## src/rtl/clk_countdown.sv

```systemverilog
// ============================================================================
// Module      : clk_countdown
// Description : Loadable down-counting timer, decremented once every
//               CLOCK_DELAY clk cycles; pulses done on reaching zero.
//               Optional macro CLK_COUNTDOWN_AUTO_RELOAD_EN makes it periodic.
// Revision    : 1.0 - initial release
// ============================================================================
`default_nettype none

module clk_countdown #(
  parameter int COUNT_WIDTH = 4,
  parameter int CLOCK_DELAY = 10
) (
  input  logic                   clk,
  input  logic                   rst,
  input  logic                   start,
  input  logic                   abort,
  input  logic [COUNT_WIDTH-1:0] load_value,
  output logic [COUNT_WIDTH-1:0] count,
  output logic                   busy,
  output logic                   done
);

  localparam int c_pre_width = (CLOCK_DELAY > 1) ? $clog2(CLOCK_DELAY) : 1;
  localparam logic [c_pre_width-1:0] c_tick_val = c_pre_width'(CLOCK_DELAY - 1);
  localparam logic [COUNT_WIDTH-1:0] c_one      = COUNT_WIDTH'(1);

  typedef enum logic [0:0] {
    S_IDLE = 1'b0,
    S_RUN  = 1'b1
  } state_t;

  state_t                 r_state;
  logic [COUNT_WIDTH-1:0] r_count;
  logic [c_pre_width-1:0] r_pre;
  logic                   r_busy;
  logic                   r_done;
  logic                   w_tick;

`ifdef CLK_COUNTDOWN_AUTO_RELOAD_EN
  logic [COUNT_WIDTH-1:0] r_reload;
`endif

  assign w_tick = (r_pre == c_tick_val);

  always_ff @(posedge clk or negedge rst) begin
    if (!rst) begin
      r_state  <= S_IDLE;
      r_count  <= '0;
      r_pre    <= '0;
      r_busy   <= 1'b0;
      r_done   <= 1'b0;
`ifdef CLK_COUNTDOWN_AUTO_RELOAD_EN
      r_reload <= '0;
`endif
    end else begin
      r_done <= 1'b0;
      case (r_state)
        S_IDLE: begin
          if (start && !abort) begin
            if (load_value != '0) begin
              r_state  <= S_RUN;
              r_count  <= load_value;
              r_pre    <= '0;
              r_busy   <= 1'b1;
`ifdef CLK_COUNTDOWN_AUTO_RELOAD_EN
              r_reload <= load_value;
`endif
            end else begin
              // Zero load expires immediately without entering RUN.
              r_count <= '0;
              r_done  <= 1'b1;
            end
          end
        end

        S_RUN: begin
          if (abort) begin
            // Abort beats a coincident final tick: no done pulse.
            r_state <= S_IDLE;
            r_busy  <= 1'b0;
            r_count <= '0;
            r_pre   <= '0;
          end else if (w_tick) begin
            r_pre <= '0;
            if (r_count == c_one) begin
              r_done  <= 1'b1;
`ifdef CLK_COUNTDOWN_AUTO_RELOAD_EN
              r_count <= r_reload;
`else
              r_count <= '0;
              r_busy  <= 1'b0;
              r_state <= S_IDLE;
`endif
            end else begin
              r_count <= r_count - c_one;
            end
          end else begin
            r_pre <= r_pre + 1'b1;
          end
        end

        default: begin
          r_state <= S_IDLE;
          r_busy  <= 1'b0;
          r_count <= '0;
          r_pre   <= '0;
        end
      endcase
    end
  end

  assign count = r_count;
  assign busy  = r_busy;
  assign done  = r_done;

endmodule

`default_nettype wire

```

## config.mk

```make
export PLATFORM = sky130hd
export DESIGN_NAME = clk_countdown
export DESIGN_NICKNAME = d
export VERILOG_FILES = /design/src/rtl/clk_countdown.sv
export SDC_FILE = /design/constraint.sdc
export NUM_CORES = 1
export LEC_CHECK = 0
export BUFFER_PORTS_ARGS = -buffer_cell sky130_fd_sc_hd__buf_2
export CORE_MARGIN = 2
export CORE_UTILIZATION = 49
export CTS_BUF_LIST = sky130_fd_sc_hd__clkbuf_8
export DETAILED_ROUTE_END_ITERATION = 7
export PLACE_DENSITY = 0.72
export SETUP_SLACK_MARGIN = 0.5
export SLEW_MARGIN = 10
export SYNTH_ARGS = -nofsm -noshare
export SYNTH_HDL_FRONTEND = slang
export SYNTH_SLANG_ARGS = --single-unit
```

## constraint.sdc

```tcl
create_clock -name clk -period 1.6 [get_ports clk]
set_input_delay 0.24 -clock clk [delete_from_list [all_inputs] [get_ports clk]]
set_output_delay 0.24 -clock clk [all_outputs]
set_load 0.01 [all_outputs]
```

Word level (Yosys, flattened, before mapping)

Cells that the tools add are included.
Widths: inputs -> output; s select.

Output and inout bits: 6
Register bits: 11

Reduce and logical (&&, ||, !) cells: 6
Add/subtract/negate cells: 2
Muxes and demuxes: 29
Eq/ne operators: 6
Bitwise operators: 1

Operators by type and width:

| kind                | count |
|---|---|
| $mux 4              | 9 |
| $pmux 4 s2          | 2 |
| $mux 1              | 15 |
| $ne 3x2->1 const B  | 2 |
| $pmux 1 s2          | 3 |
| $add 4x1->4 const B | 1 |
| $eq 4x1->1 const B  | 1 |
| $eq 4x4->1 const B  | 1 |
| $ne 2x2->1 const B  | 2 |
| $reduce_and 2->1    | 2 |
| $reduce_and 4->1    | 1 |
| $reduce_bool 4->1   | 1 |
| $sub 4x1->4 const B | 1 |
| $logic_and 1x1->1   | 1 |
| $logic_not 1->1     | 1 |
| $not 1->1           | 1 |

Longest topological paths before layout

Gate-level depths: netlist of the first run.

Depth after elaboration: 5
Gate-level depth with buffers: 5
Gate-level depth less buffers: 5

Least setup slack after synthesis of the first run

Ideal clock, no wire load.

Path kind: register to register
From: register r_count[1], in the netlist count[1]
To: register r_count[2], in the netlist count[2]
Data required time: 1.465 ns
Cell stages (with the launch flop): 6
Arrival: 1.320 ns
Slack: 0.144 ns
Clock period less this slack: 1.456 ns
Path buffers: 0
Cell sequence: dfrtp_1 inv_1 ha_1 or3b_1 a41oi_1 o22ai_1

Longest elaborated chain between the ends: 5

RTL lines:

| item                                      | RTL line | source |
|---|---|---|
| start, declared                           | 34       | `logic [COUNT_WIDTH-1:0] r_count;` |
| start signal, assigned                    | 63       | `r_count <= load_value;` |
| start signal, assigned                    | 96       | `r_count <= r_count - c_one;` |
| $sub 4x1->4 or $eq 4x1->1 (tied branches) | 96, 86   |  |
| $mux 4 (*)                                | 86       | `if (r_count == c_one) begin` |
| $mux 4 (*)                                | 84       | `end else if (w_tick) begin` |
| $mux 4 (*)                                | 78       | `if (abort) begin` |
| $pmux 4 s2 (*)                            | 58       | `case (r_state)` |

Every way passes the cells marked *; elsewhere a longest branch is shown, timed or not. The select of a mux whose other input is x is not followed.
A chain may end at the register's enable or synchronous reset.

Worst setup path in the final report of the first run

From: register r_count[1], in the netlist count[1]
To: register r_count[0], in the netlist count[0]

Longest elaborated chain between the ends: 5

RTL lines:

| item       | RTL line |
|---|---|
| $eq 4x1->1 | 86 |
| $mux 4     | 86 |
| $mux 4     | 84 |
| $mux 4     | 78 |
| $pmux 4 s2 | 58 |

Every way passes these cells. The select of a mux whose other input is x is not followed.

==> out/summary.txt, run 1 <==
Clock slew seen by the registers of the worst setup and hold paths: 50 ps
Clock root buffer master: sky130_fd_sc_hd__clkbuf_8
Number of antenna violations at the first check in global routing: 0
Drt initial violations: 38
Boundary pin count: 14
Number of endpoints failing setup at the final stage: 0
Critical Path, Cell by Cell: inv_2 -> ha_4 -> or3b_4 -> a32oi_1 -> mux2i_1
Worst Tran Pin Value: 571 ps
Worst path setup slack after routing: 192 ps
Total via count after detailed routing: 765
Average cell area after synthesis: 10.1 sq um
LEAKAGE: 0.479 nW
Portion of the post-synthesis area used by sequential elements: 37.5%
Core outline area: 1350 sq um
Width of the chip: 42.7 microns
Number of storage elements in the synthesis netlist: 11
Count of nets left with antenna violations after detail routing: 0
Fmax achieved: 710 MHz
Peak supply drop: 0.800 mV
Pwr dens: 988 nW/um^2
Via density per instance: 6.32
Global-route wire length before repair: 3.44 mm
Die height: 42.7 microns
Required time at the endpoint of the critical path: 1720 ps
Count of inserted antenna diode cells: 0
Initial core utilization: 54.4%
Number of rows in the core area: 13
Last weighted congestion value of the routability-driven placer: 0.907
Number of clock buffers inserted by TritonCTS: 3
Maximum count of clock buffers along a single path: 2
Beginning of the worst hold path: abort
Sequential group share of total power: 34.5%
Synthesis-to-layout area growth: 50.3%
Ys flop type: sky130_fd_sc_hd__dfrtp_1
Final clock period utilization by the worst path: 88.0%
All-Layer GR Usage: 25.1%
Number of search-and-repair iterations in the first detailed-routing pass: 4
Yosys Warn Count: 0
Skew-Pair Late Insertion Delay: 240 ps
Post-layout net count: 119
Max-slew violation total from the final report: 0
R2r worst-path depth: 5
Hold Fails Final Rpt: 0
DRC: 0
Setup repair after global routing missed its margin: true
Routed wire length: 2.09 mm
Post-Route Skew: 1.99 ps
Clock Power Share: 25.8%
Proportion of layout cells with a drive suffix above 1: 50.9%
Internal power summed over all cells: 0.724 mW
Capturing point of the worst reg2reg path: count[0]$_DFFE_PN0P_
Number of cells traversed by the worst hold path: 2
Largest fanout on the critical path: 2
DIE AREA: 1820 sq um
Wire length per cell: 17.2 microns
Global route total overflow: 0
Worst setup startpoint: count[1]$_DFFE_PN0P_
Worst-path cell with the longest stage delay: sky130_fd_sc_hd__dfrtp_1
Number of sinks on the clock net: 11
Summed instance area of the synthesized netlist: 734 sq um
Relative slew margins: 61.6%
Startpoint of the worst register-to-register path: count[1]$_DFFE_PN0P_
Flop2flop setup slack: 190 ps
H-tree Lvls: 1
Total half-perimeter wirelength after legalization and detailed placement: 1.34 mm
Number of distinct library cells after synthesis: 40
Gate power share: 39.7%
Data arrival at the endpoint of the critical path: 1530 ps
Outcome: completed
Dpl ws: 84.0 ps
Buffer and inverter count on the worst path: 1
Setup TNS: 0 ps
Kind of capture point of the worst setup path: register
Capture endpoint of the worst hold path: done$_DFF_PN0_
Port Buf Inserts: 13
Maximum Capacitance Violations: 0
Kind of cell adding the most delay to the critical path: flip-flops
Crit path time final: 1410 ps
Number of global-route vias before repair: 739
Pin count of the biggest net entering global routing: 12
Share of async-settable or async-resettable flops after synthesis: 100%
TritonCTS clock tree: yes
Sw power: 0.366 mW
Syn Nets: 85
Worst setup path category: reg2reg
Synth Instances: 73
Number of flops mapped to enable cells by yosys: 0
Crit start category: register
Class of the worst hold path: in2reg
Switching part of the total power: 33.6%
Worst path max stage delay: 390 ps
==> cells by family (layout without fill, tap and decap cells) <==
family                     after synthesis  count (layout)  synth area share, %
adders and majority gates                4               4                 6.81
xor gates and xnor gates                 1               1                 1.19
buffers and inverters                    8              41                 4.60
and+or+nand+nor                         25              25                 22.7
AOI/OAI and AO/OA                       22              22                 24.4
DFF                                     11              11                 37.5
muxes                                    2               2                 2.90
==> per-layer routing <==
metal | up-vias | routed length (microns) | global-route usage, % | share of wire [%]
li1 | 343 | - | - | -
met2 | 42 | 942 | 35.2 | 45
met4 | 0 | 48 | 12.5 | 2.3
met3 | 7 | 171 | 6.38 | 8.2
met1 | 373 | 924 | 35.4 | 44
met5 | - | 0 | 0 | 0
==> cell usage in the layout, fill, tap and decap left out, types with 2 or more instances in the layout <==
cell type and instances:
sky130_fd_sc_hd__nor2_1 2, sky130_fd_sc_hd__ha_4 2, sky130_fd_sc_hd__nand2b_1 2, sky130_fd_sc_hd__nand2_1 3, sky130_fd_sc_hd__or2b_1 2, sky130_fd_sc_hd__buf_4 14, sky130_fd_sc_hd__a21oi_1 3, sky130_fd_sc_hd__clkbuf_8 3
sky130_fd_sc_hd__buf_2 11, sky130_fd_sc_hd__dfrtp_2 2, sky130_fd_sc_hd__dfrtp_1 9, sky130_fd_sc_hd__o2bb2ai_1 3, sky130_fd_sc_hd__inv_1 7, sky130_fd_sc_hd__a32oi_1 2, sky130_fd_sc_hd__ha_2 2, sky130_fd_sc_hd__nor2b_1 3
sky130_fd_sc_hd__nand3b_1 2, sky130_fd_sc_hd__buf_6 4
==> per-stage QoR <==
stage	util, %	power [mW]	instances	area [sq um]	hold slack (ps)
after global routing	81.7	1.15	121	1100	302
final	81.7	1.09	121	1100	298
after global placement	66.2	0.652	106	893	123
after floorplan	-	0.548	73	772	-55.6
after detailed placement	66.2	0.660	106	893	128
after CTS	78.3	1.04	119	1060	278
==> synthesized netlist by cell type (all sizes together) (2+ instances only) <==
cell,n,area share [%]
o22ai,2,2.6
nor2b,4,3.7
nor2,2,1.0
nand3b,2,2.0
nand2b,3,2.9
or2b,2,2.0
inv,7,3.6
a21oi,5,4.9
o2bb2ai,3,3.6
a32oi,2,2.4
dfrtp,11,37
nand2,3,1.5
ha,4,6.8
==> state kept, by name (all words and copies together) (netlist names) <==
signal and count:
done 1, busy 1, count 4, r_pre 4, r_state 1
==> layout make-up <==
| class | count | area [sq um] |
|---|---|---|
| Tap cell | 15 | 18.8 |
| Clock buffer | 3 | 41.3 |
| Clock inverter | 1 | 3.75 |
| Fill cell | 74 | 246 |
| Multi-Input combinational cell | 54 | 520 |
| Sequential cell | 11 | 278 |
| Timing Repair Buffer | 30 | 215 |
| Inverter | 7 | 26.3 |
==> power by group through the flow <==
stage	logic, mW	registers, mW	clock network, mW
2_1_floorplan	0.165	0.383	0
3_3_place_gp	0.277	0.375	0
3_5_place_dp	0.285	0.375	0
4_1_cts	0.390	0.370	0.283
5_1_grt	0.472	0.381	0.301
6_report	0.432	0.376	0.281
==> worst max path at each step <==
stage                           end  cells past startpoint
2_1_floorplan  count[0]$_DFFE_PN0P_                      5
3_3_place_gp   count[1]$_DFFE_PN0P_                      5
3_5_place_dp   count[1]$_DFFE_PN0P_                      5
4_1_cts        count[1]$_DFFE_PN0P_                      5
5_1_grt        count[0]$_DFFE_PN0P_                      5
6_report       count[0]$_DFFE_PN0P_                      5
==> repair_timing <==
action	in CTS	in global routing
endpoints found under the setup margin	13	14
pin swaps	5	2
setup buffers	8	2
endpoints found under the hold margin	11	0
hold buffers	1	0
resized for setup	10	7
Power figures use the tool's default switching activity.
==> run 2: changes to the inputs <==
Settings changed: ABC_AREA from default to 1.
==> run 2 against run 1 <==
Compared with the run above: routed wire length down 28%; maximum frequency up 20%; sequential power up 36%; area after synthesis down 3.7%; non-clock buffer count down 12; hold slack better by 18 ps; sequential share of layout area up 6.3 points.
==> out/summary.txt, run 2 <==
Kind of capture point of the worst setup path: register
Dpl ws: 397 ps (+313 ps)
Largest fanout on the critical path: 6 (+4)
Outcome: completed
Count of inserted antenna diode cells: 0 (unchanged)
Ys flop type: sky130_fd_sc_hd__dfrtp_1
Buffer and inverter count on the worst path: 1 (unchanged)
Pin count of the biggest net entering global routing: 12 (unchanged)
Worst-path cell with the longest stage delay: sky130_fd_sc_hd__dfrtp_1
Count of nets left with antenna violations after detail routing: 0 (unchanged)
Clock slew seen by the registers of the worst setup and hold paths: 50 ps (about the same)
Portion of the post-synthesis area used by sequential elements: 38.9% (+1.5 points)
Cell count along the critical path: 7 (+2)
Synthesis-to-layout area growth: 25.5%
Number of distinct library cells after synthesis: 19 (-53%)
Initial core utilization: 53.7% (-0.75 points)
Kind of cell adding the most delay to the critical path: flip-flops
Worst path max stage delay: 420 ps (+30 ps)
Crit start category: register
Pwr dens: 1680 nW/um^2 (+70%)
Summed instance area of the synthesized netlist: 707 sq um (-3.7%)
Average cell area after synthesis: 7.60 sq um (-24%)
Register cell area after layout: 279 sq um (+0.45%)
Number of global-route vias before repair: 628 (-15%)
All-Layer GR Usage: 19.2% (-5.9 points)
Number of flops mapped to enable cells by yosys: 0 (unchanged)
Worst setup startpoint: r_pre[0]$_DFFE_PN0P_
DRC: 0 (unchanged)
Post-Route Skew: 6.59 ps (+4.60 ps)
Beginning of the worst hold path: abort
Flop2flop setup slack: 420 ps (+230 ps)
Setup TNS: 0 ps (unchanged)
Peak supply drop: 1.10 mV (+38%)
Synth top cells by count: sky130_fd_sc_hd__nand2_1, sky130_fd_sc_hd__inv_1, sky130_fd_sc_hd__dfrtp_1
Clock root buffer master: sky130_fd_sc_hd__clkbuf_8
Boundary pin count: 14 (unchanged)
Worst Setup EP: count[2]$_DFFE_PN0P_
Fill cell count: 116 (+57%)
Core outline area: 1320 sq um (-2.4%)
Last weighted congestion value of the routability-driven placer: 0.880 (-2.9%)
TritonCTS clock tree: yes
Width of the chip: 42.0 microns (-1.7%)
R2r worst-path depth: 7 (+2)
Wire length per cell: 11.5 microns (-33%)
Setup repair after global routing missed its margin: true
Most frequently used cell type in the post-synthesis netlist: sky130_fd_sc_hd__nand2_1
Yosys Warn Count: 0 (unchanged)
Port Buf Inserts: 13 (unchanged)
Number of sinks on the clock net: 11 (unchanged)
Relative slew margins: 82.5% (+21 points)
Crit path time final: 1180 ps (-230 ps)
Worst path setup slack after routing: 422 ps (+230 ps)
Critical Path, Cell by Cell: ha_2 -> nand3_4 -> nand2_4 -> nand2_4 -> inv_4 -> nand2_1 -> nand2_1
Worst setup path category: reg2reg
Global-route wire length before repair: 2.55 mm (-26%)
Leading cell types by total area after synthesis: sky130_fd_sc_hd__dfrtp_1, sky130_fd_sc_hd__nand2_1, sky130_fd_sc_hd__ha_1, sky130_fd_sc_hd__inv_1, sky130_fd_sc_hd__nand3_1
Required time at the endpoint of the critical path: 1720 ps (about the same)
Startpoint of the worst register-to-register path: r_pre[0]$_DFFE_PN0P_
Post-layout net count: 128 (+7.6%)
Maximum count of clock buffers along a single path: 2 (unchanged)
Skew-Pair Late Insertion Delay: 240 ps (about the same)
Number of storage elements in the synthesis netlist: 11 (unchanged)
Number of clock buffers inserted by TritonCTS: 3 (unchanged)
Fraction of post-synthesis cell area in the top cell type by area: 38.9% (+1.5 points)
Final total power: 1.49 mW (+37%)
Global route total overflow: 0 (unchanged)
Leading cell types in the layout, fill and taps excluded: sky130_fd_sc_hd__nand2_1, sky130_fd_sc_hd__buf_2, sky130_fd_sc_hd__inv_1
Syn Nets: 105 (+24%)
Worst Tran Pin Value: 262 ps (-309 ps)
Capturing point of the worst reg2reg path: count[2]$_DFFE_PN0P_
Number of search-and-repair iterations in the first detailed-routing pass: 4 (unchanged)
Data arrival at the endpoint of the critical path: 1300 ps (-230 ps)
Total half-perimeter wirelength after legalization and detailed placement: 1.11 mm (-17%)
Number of endpoints failing setup at the final stage: 0 (unchanged)
Maximum Capacitance Violations: 0 (unchanged)
DIE AREA: 1760 sq um (-3.4%)
Hold Fails Final Rpt: 0 (unchanged)
Max-slew violation total from the final report: 0 (unchanged)
Routed wire length: 1.50 mm (-28%)
LEAKAGE: 0.493 nW (+3.0%)
Die height: 42.0 microns (-1.7%)
Via density per instance: 5.04 (-20%)
Drt initial violations: 9 (-76%)
Cell accounting for the most synthesized area: sky130_fd_sc_hd__dfrtp_1
Area of combinational cells with multiple inputs: 375 sq um (-28%)
Number of antenna violations at the first check in global routing: 0 (unchanged)
Total via count after detailed routing: 655 (-14%)
Fmax achieved: 849 MHz (+20%)
Final clock period utilization by the worst path: 73.7% (-14 points)
Synth Instances: 93 (+27%)
Class of the worst hold path: in2reg
Proportion of layout cells with a drive suffix above 1: 33.0% (-18 points)
H-tree Lvls: 1 (unchanged)
Commonest non-fill, non-tap cell in the layout: sky130_fd_sc_hd__nand2_1
Number of rows in the core area: 13 (unchanged)
Share of async-settable or async-resettable flops after synthesis: 100% (unchanged)
## run 2: cell count changes in the layout (fill, tap and decap cells not counted), moves of 3 or more
cell / previous run / this run
sky130_fd_sc_hd__o21ai_1: 0 / 4
sky130_fd_sc_hd__ha_1: 0 / 3
sky130_fd_sc_hd__nand3_1: 1 / 7
sky130_fd_sc_hd__buf_4: 14 / 4
sky130_fd_sc_hd__inv_1: 7 / 12
sky130_fd_sc_hd__buf_6: 4 / 0
sky130_fd_sc_hd__nand2_1: 3 / 27
sky130_fd_sc_hd__nor2b_1: 3 / 0
sky130_fd_sc_hd__o2bb2ai_1: 3 / 0
sky130_fd_sc_hd__nor2_1: 2 / 6
sky130_fd_sc_hd__nand2_4: 0 / 3
## run 2: logic make-up (layout without fill, tap and decap cells)
logic type	count (synthesis)	count (layout)	share of synthesized area (%)
adders and majority gates	4	4	7.08
buffers and inverters	16	38	8.67
AOI/OAI and AO/OA	10	10	8.14
xor gates and xnor gates	2	2	2.48
DFF	11	11	38.9
and+or+nand+nor	50	50	34.7
## run 2: routing by layer
layer / wire [microns] / vias to the layer above / share of wire, % / GRT usage, %
met5: 0 / - / 0 / 0
met4: 23 / 0 / 1.5 / 10.3
met1: 708 / 290 / 47 / 24.9
met3: 85 / 6 / 5.7 / 5.17
li1: - / 339 / - / -
met2: 683 / 20 / 46 / 29.1
## run 2: power by group
part | internal, mW | switching [mW] | total [mW]
Combinational | 0.311 | 0.397 | 0.707
Clock | 0.168 | 0.101 | 0.269
Sequential | 0.385 | 0.128 | 0.513
## run 2: stage by stage
| stage | utilization, % | hold WS [ps] | area [sq um] | std cells |
|---|---|---|---|---|
| after floorplan | - | -55.6 | 712 | 93 |
| after global placement | 60.4 | 125 | 796 | 121 |
| final | 67.3 | 316 | 887 | 130 |
| after CTS | 67.1 | 319 | 885 | 130 |
| after detailed placement | 60.4 | 123 | 796 | 121 |
| after global routing | 67.3 | 351 | 887 | 130 |
## run 2: worst min path at each step
stage,to,cells past startpoint
final,r_pre[3]$_DFFE_PN0P_,4
after global routing,r_pre[3]$_DFFE_PN0P_,4
after CTS,r_pre[3]$_DFFE_PN0P_,4
after detailed placement,r_pre[2]$_DFFE_PN0P_,1
after global placement,r_pre[2]$_DFFE_PN0P_,1
after floorplan,busy$_DFFE_PN0P_,0
## run 2: cell type report
cell class / count / area share [%]
inverters: 16 / 7.19
well taps: 15 / 2.12
flip-flops and latches: 11 / 31.5
clock inverters: 1 / 0.423
multi-input cells: 66 / 42.3
repair buffers: 18 / 11.8
clock buffers: 3 / 4.65
## run 2: worst min-delay path, stage by stage
cell	delay (ps)
sky130_fd_sc_hd__buf_2	70
sky130_fd_sc_hd__inv_1	70
sky130_fd_sc_hd__nand3_1	90
sky130_fd_sc_hd__nand2_1	40
## run 2: what timing repair did
action | CTS | global route
setup endpoints to repair | 9 | 13
hold buffers | 1 | 0
resized for setup | 4 | 2
pin swaps | 2 | 0
hold endpoints to repair | 11 | 0
buffers inserted | 4 | 0
